--- src/rtl/tk1_mon_if.sv ---
// Bus bundle between the tk1 monitor and its surroundings: CPU snoop, LED path and MMIO slave port.
interface tk1_mon_if;
  logic        cpu_valid;
  logic [31:0] cpu_addr;
  logic        cpu_instr;
  logic [3:0]  cpu_wstrb;
  logic        force_trap;
  logic [2:0]  led_in;
  logic [2:0]  led_out;
  logic        cs;
  logic        we;
  logic [7:0]  address;
  logic [31:0] write_data;
  logic [31:0] read_data;
  logic        ready;

  modport slave (
    input  cpu_valid, cpu_addr, cpu_instr, cpu_wstrb, led_in, cs, we, address, write_data,
    output force_trap, led_out, read_data, ready
  );

  modport master (
    output cpu_valid, cpu_addr, cpu_instr, cpu_wstrb, led_in, cs, we, address, write_data,
    input  force_trap, led_out, read_data, ready
  );
endinterface

--- src/rtl/tk1_mon.sv ---
// tk1 CPU security monitor: lockable deny regions, fixed RAM/FW-RAM execute checks,
// first-violation capture, saturating violation counter and trap-blink LED mux.
module tk1_mon #(
    parameter int unsigned NUM_REGIONS     = 4,
    parameter int unsigned BLINK_CTR_WIDTH = 24,
    parameter int unsigned RAM_ADDR_BITS   = 17,
    parameter logic [31:0] FW_RAM_FIRST    = 32'hd0000000,
    parameter logic [31:0] FW_RAM_LAST     = 32'hd00007ff
) (
    input  logic      clk,
    input  logic      reset,
    tk1_mon_if.slave  bus
);

    localparam logic [31:0] NAME0   = 32'h6d6f6e20;
    localparam logic [31:0] VERSION = 32'h00000001;

    logic [31:0]            r_first [NUM_REGIONS];
    logic [31:0]            r_last  [NUM_REGIONS];
    logic [2:0]             r_deny  [NUM_REGIONS];
    logic [NUM_REGIONS-1:0] r_lock;

    logic                       r_trapped;
    logic [2:0]                 r_cause;
    logic [2:0]                 r_idx;
    logic [31:0]                r_viol_addr;
    logic [15:0]                r_viol_count;
    logic [BLINK_CTR_WIDTH-1:0] r_blink_ctr;
    logic                       r_blink;

    logic [7:0]  w_ridx;
    logic        w_rsel;
    logic        w_wr;
    logic [31:0] w_rdata;

    logic        w_exec;
    logic        w_write;
    logic        w_read;
    logic        w_ram_viol;
    logic        w_fw_viol;
    logic        w_found;
    logic [2:0]  w_hit_idx;
    logic [2:0]  w_cause;
    logic [2:0]  w_idx;
    logic        w_viol;

    // Region registers start at word 0x10, four words per region (fourth word unmapped).
    assign w_ridx = {2'b00, bus.address[7:2]} - 8'd4;
    assign w_rsel = (bus.address >= 8'h10) && (w_ridx < 8'(NUM_REGIONS)) && (bus.address[1:0] != 2'd3);
    assign w_wr   = bus.cs && bus.we;

    always_ff @(posedge clk or posedge reset) begin
        if (reset) begin
            for (int unsigned i = 0; i < NUM_REGIONS; i++) begin
                r_first[i] <= '0;
                r_last[i]  <= '0;
                r_deny[i]  <= '0;
            end
            r_lock <= '0;
        end else if (w_wr && w_rsel) begin
            for (int unsigned i = 0; i < NUM_REGIONS; i++) begin
                if (w_ridx == 8'(i) && !r_lock[i]) begin
                    case (bus.address[1:0])
                        2'd0:    r_first[i] <= bus.write_data;
                        2'd1:    r_last[i]  <= bus.write_data;
                        2'd2: begin
                            r_deny[i] <= bus.write_data[2:0];
                            r_lock[i] <= bus.write_data[31];
                        end
                        default: ;
                    endcase
                end
            end
        end
    end

    always_comb begin
        w_exec     = bus.cpu_instr;
        w_write    = !bus.cpu_instr && (|bus.cpu_wstrb);
        w_read     = !bus.cpu_instr && !(|bus.cpu_wstrb);
        w_ram_viol = (bus.cpu_addr[31:30] == 2'b01) && (|bus.cpu_addr[29:RAM_ADDR_BITS]);
        w_fw_viol  = bus.cpu_instr && (bus.cpu_addr >= FW_RAM_FIRST) && (bus.cpu_addr <= FW_RAM_LAST);
        w_found    = 1'b0;
        w_hit_idx  = '0;
        // Ascending scan with a found flag so the lowest matching region wins.
        for (int unsigned i = 0; i < NUM_REGIONS; i++) begin
            if (!w_found && r_lock[i] &&
                (r_first[i] <= bus.cpu_addr) && (bus.cpu_addr <= r_last[i]) &&
                ((w_exec && r_deny[i][0]) || (w_write && r_deny[i][1]) || (w_read && r_deny[i][2]))) begin
                w_found   = 1'b1;
                w_hit_idx = 3'(i);
            end
        end
        w_cause = '0;
        w_idx   = '0;
        if (w_ram_viol) begin
            w_cause = 3'd1;
        end else if (w_fw_viol) begin
            w_cause = 3'd2;
        end else if (w_found) begin
            w_cause = w_exec ? 3'd3 : (w_write ? 3'd4 : 3'd5);
            w_idx   = w_hit_idx;
        end
        w_viol = bus.cpu_valid && (w_cause != 3'd0);
    end

    always_ff @(posedge clk or posedge reset) begin
        if (reset) begin
            r_trapped    <= 1'b0;
            r_cause      <= '0;
            r_idx        <= '0;
            r_viol_addr  <= '0;
            r_viol_count <= '0;
        end else if (w_viol) begin
            if (!r_trapped) begin
                r_trapped   <= 1'b1;
                r_cause     <= w_cause;
                r_idx       <= w_idx;
                r_viol_addr <= bus.cpu_addr;
            end
            if (r_viol_count != 16'hffff) begin
                r_viol_count <= r_viol_count + 16'd1;
            end
        end
    end

    always_ff @(posedge clk or posedge reset) begin
        if (reset) begin
            r_blink_ctr <= '0;
            r_blink     <= 1'b0;
        end else begin
            r_blink_ctr <= r_blink_ctr + 1'b1;
            if (&r_blink_ctr) begin
                r_blink <= ~r_blink;
            end
        end
    end

    always_comb begin
        w_rdata = '0;
        if (bus.cs && !bus.we) begin
            case (bus.address)
                8'h00:   w_rdata = NAME0;
                8'h01:   w_rdata = VERSION;
                8'h02:   w_rdata = {21'b0, r_idx, 4'b0, r_cause, r_trapped};
                8'h03:   w_rdata = r_viol_addr;
                8'h04:   w_rdata = {16'b0, r_viol_count};
                default: begin
                    if (w_rsel) begin
                        for (int unsigned i = 0; i < NUM_REGIONS; i++) begin
                            if (w_ridx == 8'(i)) begin
                                case (bus.address[1:0])
                                    2'd0:    w_rdata = r_first[i];
                                    2'd1:    w_rdata = r_last[i];
                                    2'd2:    w_rdata = {r_lock[i], 28'b0, r_deny[i]};
                                    default: w_rdata = '0;
                                endcase
                            end
                        end
                    end
                end
            endcase
        end
    end

    assign bus.read_data  = w_rdata;
    assign bus.ready      = bus.cs;
    assign bus.force_trap = r_trapped;
    assign bus.led_out    = r_trapped ? {r_blink, 2'b00} : bus.led_in;

endmodule

--- src/flat_wrapper.sv ---
// flat-port wrapper written by rule: the top's interface ports become plain ports
module tk1_mon_flat 
#(
    parameter int unsigned NUM_REGIONS     = 4,
    parameter int unsigned BLINK_CTR_WIDTH = 24,
    parameter int unsigned RAM_ADDR_BITS   = 17,
    parameter logic [31:0] FW_RAM_FIRST    = 32'hd0000000,
    parameter logic [31:0] FW_RAM_LAST     = 32'hd00007ff
)
  (clk, reset, bus_cpu_valid, bus_cpu_addr, bus_cpu_instr, bus_cpu_wstrb, bus_led_in, bus_cs, bus_we, bus_address, bus_write_data, bus_force_trap, bus_led_out, bus_read_data, bus_ready);
  tk1_mon_if bus_i ();
  input  logic clk;
  input  logic reset;
  input wire logic [$bits(bus_i.cpu_valid)-1:0] bus_cpu_valid;
  input wire logic [$bits(bus_i.cpu_addr)-1:0] bus_cpu_addr;
  input wire logic [$bits(bus_i.cpu_instr)-1:0] bus_cpu_instr;
  input wire logic [$bits(bus_i.cpu_wstrb)-1:0] bus_cpu_wstrb;
  input wire logic [$bits(bus_i.led_in)-1:0] bus_led_in;
  input wire logic [$bits(bus_i.cs)-1:0] bus_cs;
  input wire logic [$bits(bus_i.we)-1:0] bus_we;
  input wire logic [$bits(bus_i.address)-1:0] bus_address;
  input wire logic [$bits(bus_i.write_data)-1:0] bus_write_data;
  output wire logic [$bits(bus_i.force_trap)-1:0] bus_force_trap;
  output wire logic [$bits(bus_i.led_out)-1:0] bus_led_out;
  output wire logic [$bits(bus_i.read_data)-1:0] bus_read_data;
  output wire logic [$bits(bus_i.ready)-1:0] bus_ready;
  assign bus_i.cpu_valid = bus_cpu_valid;
  assign bus_i.cpu_addr = bus_cpu_addr;
  assign bus_i.cpu_instr = bus_cpu_instr;
  assign bus_i.cpu_wstrb = bus_cpu_wstrb;
  assign bus_i.led_in = bus_led_in;
  assign bus_i.cs = bus_cs;
  assign bus_i.we = bus_we;
  assign bus_i.address = bus_address;
  assign bus_i.write_data = bus_write_data;
  assign bus_force_trap = bus_i.force_trap;
  assign bus_led_out = bus_i.led_out;
  assign bus_read_data = bus_i.read_data;
  assign bus_ready = bus_i.ready;
  tk1_mon #(.NUM_REGIONS(NUM_REGIONS), .BLINK_CTR_WIDTH(BLINK_CTR_WIDTH), .RAM_ADDR_BITS(RAM_ADDR_BITS), .FW_RAM_FIRST(FW_RAM_FIRST), .FW_RAM_LAST(FW_RAM_LAST)) u_core (.clk(clk), .reset(reset), .bus(bus_i));
endmodule
--- config.mk ---
export PLATFORM = sky130hd
export DESIGN_NAME = tk1_mon_flat
export DESIGN_NICKNAME = d
export VERILOG_FILES = /design/src/rtl/tk1_mon_if.sv /design/src/rtl/tk1_mon.sv /design/src/flat_wrapper.sv
export SDC_FILE = /design/constraint.sdc
export NUM_CORES = 1
export LEC_CHECK = 0
export BUFFER_PORTS_ARGS = -buffer_cell sky130_fd_sc_hd__buf_2
export CAP_MARGIN = 0
export CORE_MARGIN = 2
export CORE_UTILIZATION = 53
export CTS_CLUSTER_DIAMETER = 200
export DETAILED_ROUTE_END_ITERATION = 12
export GPL_TIMING_DRIVEN = 0
export MAX_ROUTING_LAYER = met4
export PLACE_DENSITY = 0.73
export SLEW_MARGIN = 20
export SYNTH_ARGS = -nofsm -noshare
export SYNTH_HDL_FRONTEND = slang
export SYNTH_SLANG_ARGS = --single-unit
--- constraint.sdc ---
create_clock -name clk -period 9.8 [get_ports clk]
set_input_delay 0.98 -clock clk [delete_from_list [all_inputs] [get_ports clk]]
set_output_delay 0.98 -clock clk [all_outputs]
set_load 0.05 [all_outputs]
==> flow_metrics.env <==
export IMPL_multiInputGateArea_sq_mm=0.01271
export IMPL_synth_seq_area_share_pct=39.10
export IMPL_p_sw_w=0.0008956
export IMPL_syn_nets=2488
export IMPL_p_leak_nw=12.68
export IMPL_placedCellCount=2816
export IMPL_ctsLongestPathBuffers=3
export IMPL_vias=18840
export IMPL_setup_viol=0
export IMPL_pwr_share_clk_pct=46.2
export IMPL_rr_endpoint="u_core.r_viol_addr[19]"
export IMPL_rsz0062_at_grt="no"
export IMPL_crit_path_end="bus_read_data[12]"
export IMPL_final_setup_skew_ns=0.01764
export IMPL_synth_edf_count=0
export IMPL_timing_rr_start="u_core.r_first[111]"
export IMPL_synth_top_area_share_pct=39.10
export IMPL_drive_gt1_share_pct=21.10
export IMPL_wirelength_um=77300
export IMPL_hp_class="in -> async"
export IMPL_crit_start="bus_address[4]"
export IMPL_nets=2664
export IMPL_p_total_w=0.003505
export IMPL_path_clk_slew_ns=0.06
export IMPL_dp_hpwl_um=58910
export IMPL_port_buffers=119
export IMPL_cts_tree="done"
export IMPL_min_period_ns=5.832
export IMPL_antenna_found_initial=1
export IMPL_synth_top_area_cell="dfrtp_1"
export IMPL_drc=0
export IMPL_ys_warn_count=0
export IMPL_dieWidth_um=209.9
export IMPL_postRouteAntennaNets=0
export IMPL_fmax_mhz=171.5
export IMPL_syn_cell_area_sq_mm=0.02246
export IMPL_grt_max_degree=34
export IMPL_seq_area_sq_mm=0.008783
export IMPL_netlist_top_cells_count="dfrtp_1 (351), ha_1 (258), mux2_2 (242)"
export IMPL_slowest_stage="buf_1"
export IMPL_syn2layout_area_growth_pct=13.35
export IMPL_yosys_register_bits=351
export IMPL_netlist_instances=2145
export IMPL_cp_start_kind="input port"
export IMPL_clock_latency_ns=0.59
export IMPL_cp_required_ns=8.82
export IMPL_synth_distinct_cells=63
export IMPL_synth_most_common_cell="dfrtp_1"
export IMPL_clock_sinks=351
export IMPL_synth_async_reset_ratio_pct=100.0
export IMPL_cts_resized=0
export IMPL_cp_data_arrival_time_ns=4.85
export IMPL_p_int_w=0.002609
export IMPL_worstPathCellList="buf_2, nor4_1, and2_1, and3_1, clkbuf_1, buf_1, nand2_1, a211oi_1, buf_2"
export IMPL_power_density_mw_per_mm2=137.7
export IMPL_vias_per_cell=6.515
export IMPL_ys_flop_type="dfrtp_1"
export IMPL_drt_iter0_drc=2084
export IMPL_netSwitchingFraction_pct=25.55
export IMPL_fin_setup_tns_ns=0
export IMPL_avgSynthCellArea_sq_um=10.47
export IMPL_place_congestion=1.032
export IMPL_die_area_sq_mm=0.04405
export IMPL_max_vdd_ir_drop_v=0.0001302
export IMPL_maxCapViolCount=0
export IMPL_hold_viol_final=0
export IMPL_synth_area_leaders="dfrtp_1 (39%), ha_1 (14%), mux2_2 (12%), mux2i_1 (5.6%), a21oi_1 (3.0%)"
export IMPL_cts_root_buffer="clkbuf_16"
export IMPL_grt_ovfl_total=0
export IMPL_h_tree_depth=2
export IMPL_initial_core_util_pct=53.67
export IMPL_reg2reg_depth=11
export IMPL_post_cts_setup_buffers=0
export IMPL_crit_type="in -> out"
export IMPL_rows=75
export IMPL_grt_pass1_wl_um=115700
export IMPL_core_area_sq_mm=0.04185
export IMPL_grt_pass1_vias=18640
export IMPL_wire_per_inst_um=26.74
export IMPL_final_max_slew_viol_count=0
export IMPL_track_usage_pct=36.39
export IMPL_layout_setup_ws_ns=3.968
export IMPL_tightest_slew_ns=1.187
export IMPL_fin_crit_sh_pct=59.51
export IMPL_n_fill_cell=3477
export IMPL_cts_made_buffers=42
export IMPL_worstPathMaxFanout=10
export IMPL_critPathMaxStageDelay_ns=0.85
export IMPL_post_place_ws_ns=4.043
export IMPL_outcome="finished clean"
export IMPL_slew_headroom_pct=20.84
export IMPL_first_pass_iters=8
export IMPL_fin_cells=2891
export IMPL_cts_hold_buf=0
export IMPL_reg2reg_slack_ns=4.81
export IMPL_final_util_pct=60.83
export IMPL_comb_power_share_pct=10.2
export IMPL_io_pins=122
export IMPL_critPathMostFrequentCell="buf_2"
export IMPL_die_y_um=209.9
export IMPL_seqPwrFrac_pct=43.7
export IMPL_end_kind="primary output"
cells by family after synthesis:
family | after synthesis | share of synthesized area (%)
and+or+nand+nor | 463 | 10.44
xor gates and xnor gates | 37 | 1.443
DFF | 351 | 39.10
AOI/OAI and AO/OA | 383 | 10.28
adders and majority gates | 258 | 14.37
buffers and inverters | 254 | 4.389
muxes | 399 | 19.97
worst max-delay path, delay by kind of cell:
family | cells | cell delay, ns
compound gates | 1 | 0.54
buf+inv | 4 | 1.93
simple gates | 4 | 1.37
how the worst min path moves through the flow:
stage / slack [ns] / depth (start not counted) / from / to
floorplan: 0.43 / 1 / u_core.r_blink_ctr[15] / u_core.r_blink_ctr[15]
global placement: 0.45 / 1 / u_core.r_blink_ctr[13] / u_core.r_blink_ctr[13]
detailed placement: 0.46 / 1 / u_core.r_blink_ctr[13] / u_core.r_blink_ctr[13]
CTS: 0.29 / 2 / reset / u_core.r_viol_addr[0]
global route: 0.31 / 2 / reset / u_core.r_viol_addr[0]
finish: 0.30 / 2 / reset / u_core.r_viol_addr[0]
metrics by stage:
step           cell area, sq um  hold slack [ns]
2_1_floorplan             22470           0.4337
3_3_place_gp              23740           0.4511
3_5_place_dp              24020           0.4559
4_1_cts                   25440           0.2935
5_1_grt                   25460           0.3125
6_report                  25460           0.2989
flip-flops by register name, indices dropped and copies added (netlist names):
register / cells
u_core.r_blink_ctr: 24
u_core.r_deny: 12
u_core.r_last: 128
u_core.r_viol_count: 16
u_core.r_lock: 4
u_core.r_cause: 3
u_core.r_first: 128
u_core.r_idx: 2
u_core.r_viol_addr: 32
u_core.bus.force_trap: 1
u_core.r_blink: 1
layer usage:
| layer | wire (um) | up-vias | share of wire, % | track usage, % |
|---|---|---|---|---|
| met1 | 30720 | 9348 | 40 | 45.68 |
| met5 | 0 | - | 0 | - |
| met3 | 7190 | 272 | 9.3 | 7.362 |
| met4 | 4874 | 0 | 6.3 | 20.20 |
| met2 | 34520 | 981 | 45 | 55.30 |
| li1 | - | 8234 | - | - |
power groups by stage:
stage | clock (W) | combinational [W] | sequential [W]
global route | 0.00168 | 0.000387 | 0.00153
global placement | 0 | 0.000324 | 0.00155
detailed placement | 0 | 0.000349 | 0.00155
floorplan | 0 | 0.000209 | 0.00154
finish | 0.00162 | 0.000356 | 0.00153
CTS | 0.00163 | 0.000350 | 0.00153
layout by cell type, fill, tap and decap left out, types with 9 or more instances in the layout:
cell type    n
a21oi_1    135
clkbuf_8    12
o211ai_1     9
nor2b_1     15
xnor2_1     31
and3_1      22
mux2i_1    125
mux2_2     242
o21ai_0     81
nand4_1     60
dfrtp_1    351
nand3_1     54
ha_1       258
mux2_4      28
clkbuf_1    52
buf_1       25
a211oi_1    22
nor4_1      16
and4_1      11
o22ai_1     56
buf_12      10
clkbuf_16   45
nor3_1      53
nand2_1    139
nor2_1      65
a21o_1      19
a221oi_1    12
buf_2      126
inv_1      170
layout make-up:
cell class | instances | share of cell area, %
antenna | 1 | 0.009828
buffer | 82 | 1.351
clock buffer | 64 | 5.175
clock inverter | 10 | 0.4030
inverter | 172 | 2.550
multi-input combinational | 1540 | 49.91
sequential | 351 | 34.50
tap | 539 | 2.649
timing repair buffer | 132 | 3.450
Power figures use the tool's default switching activity.
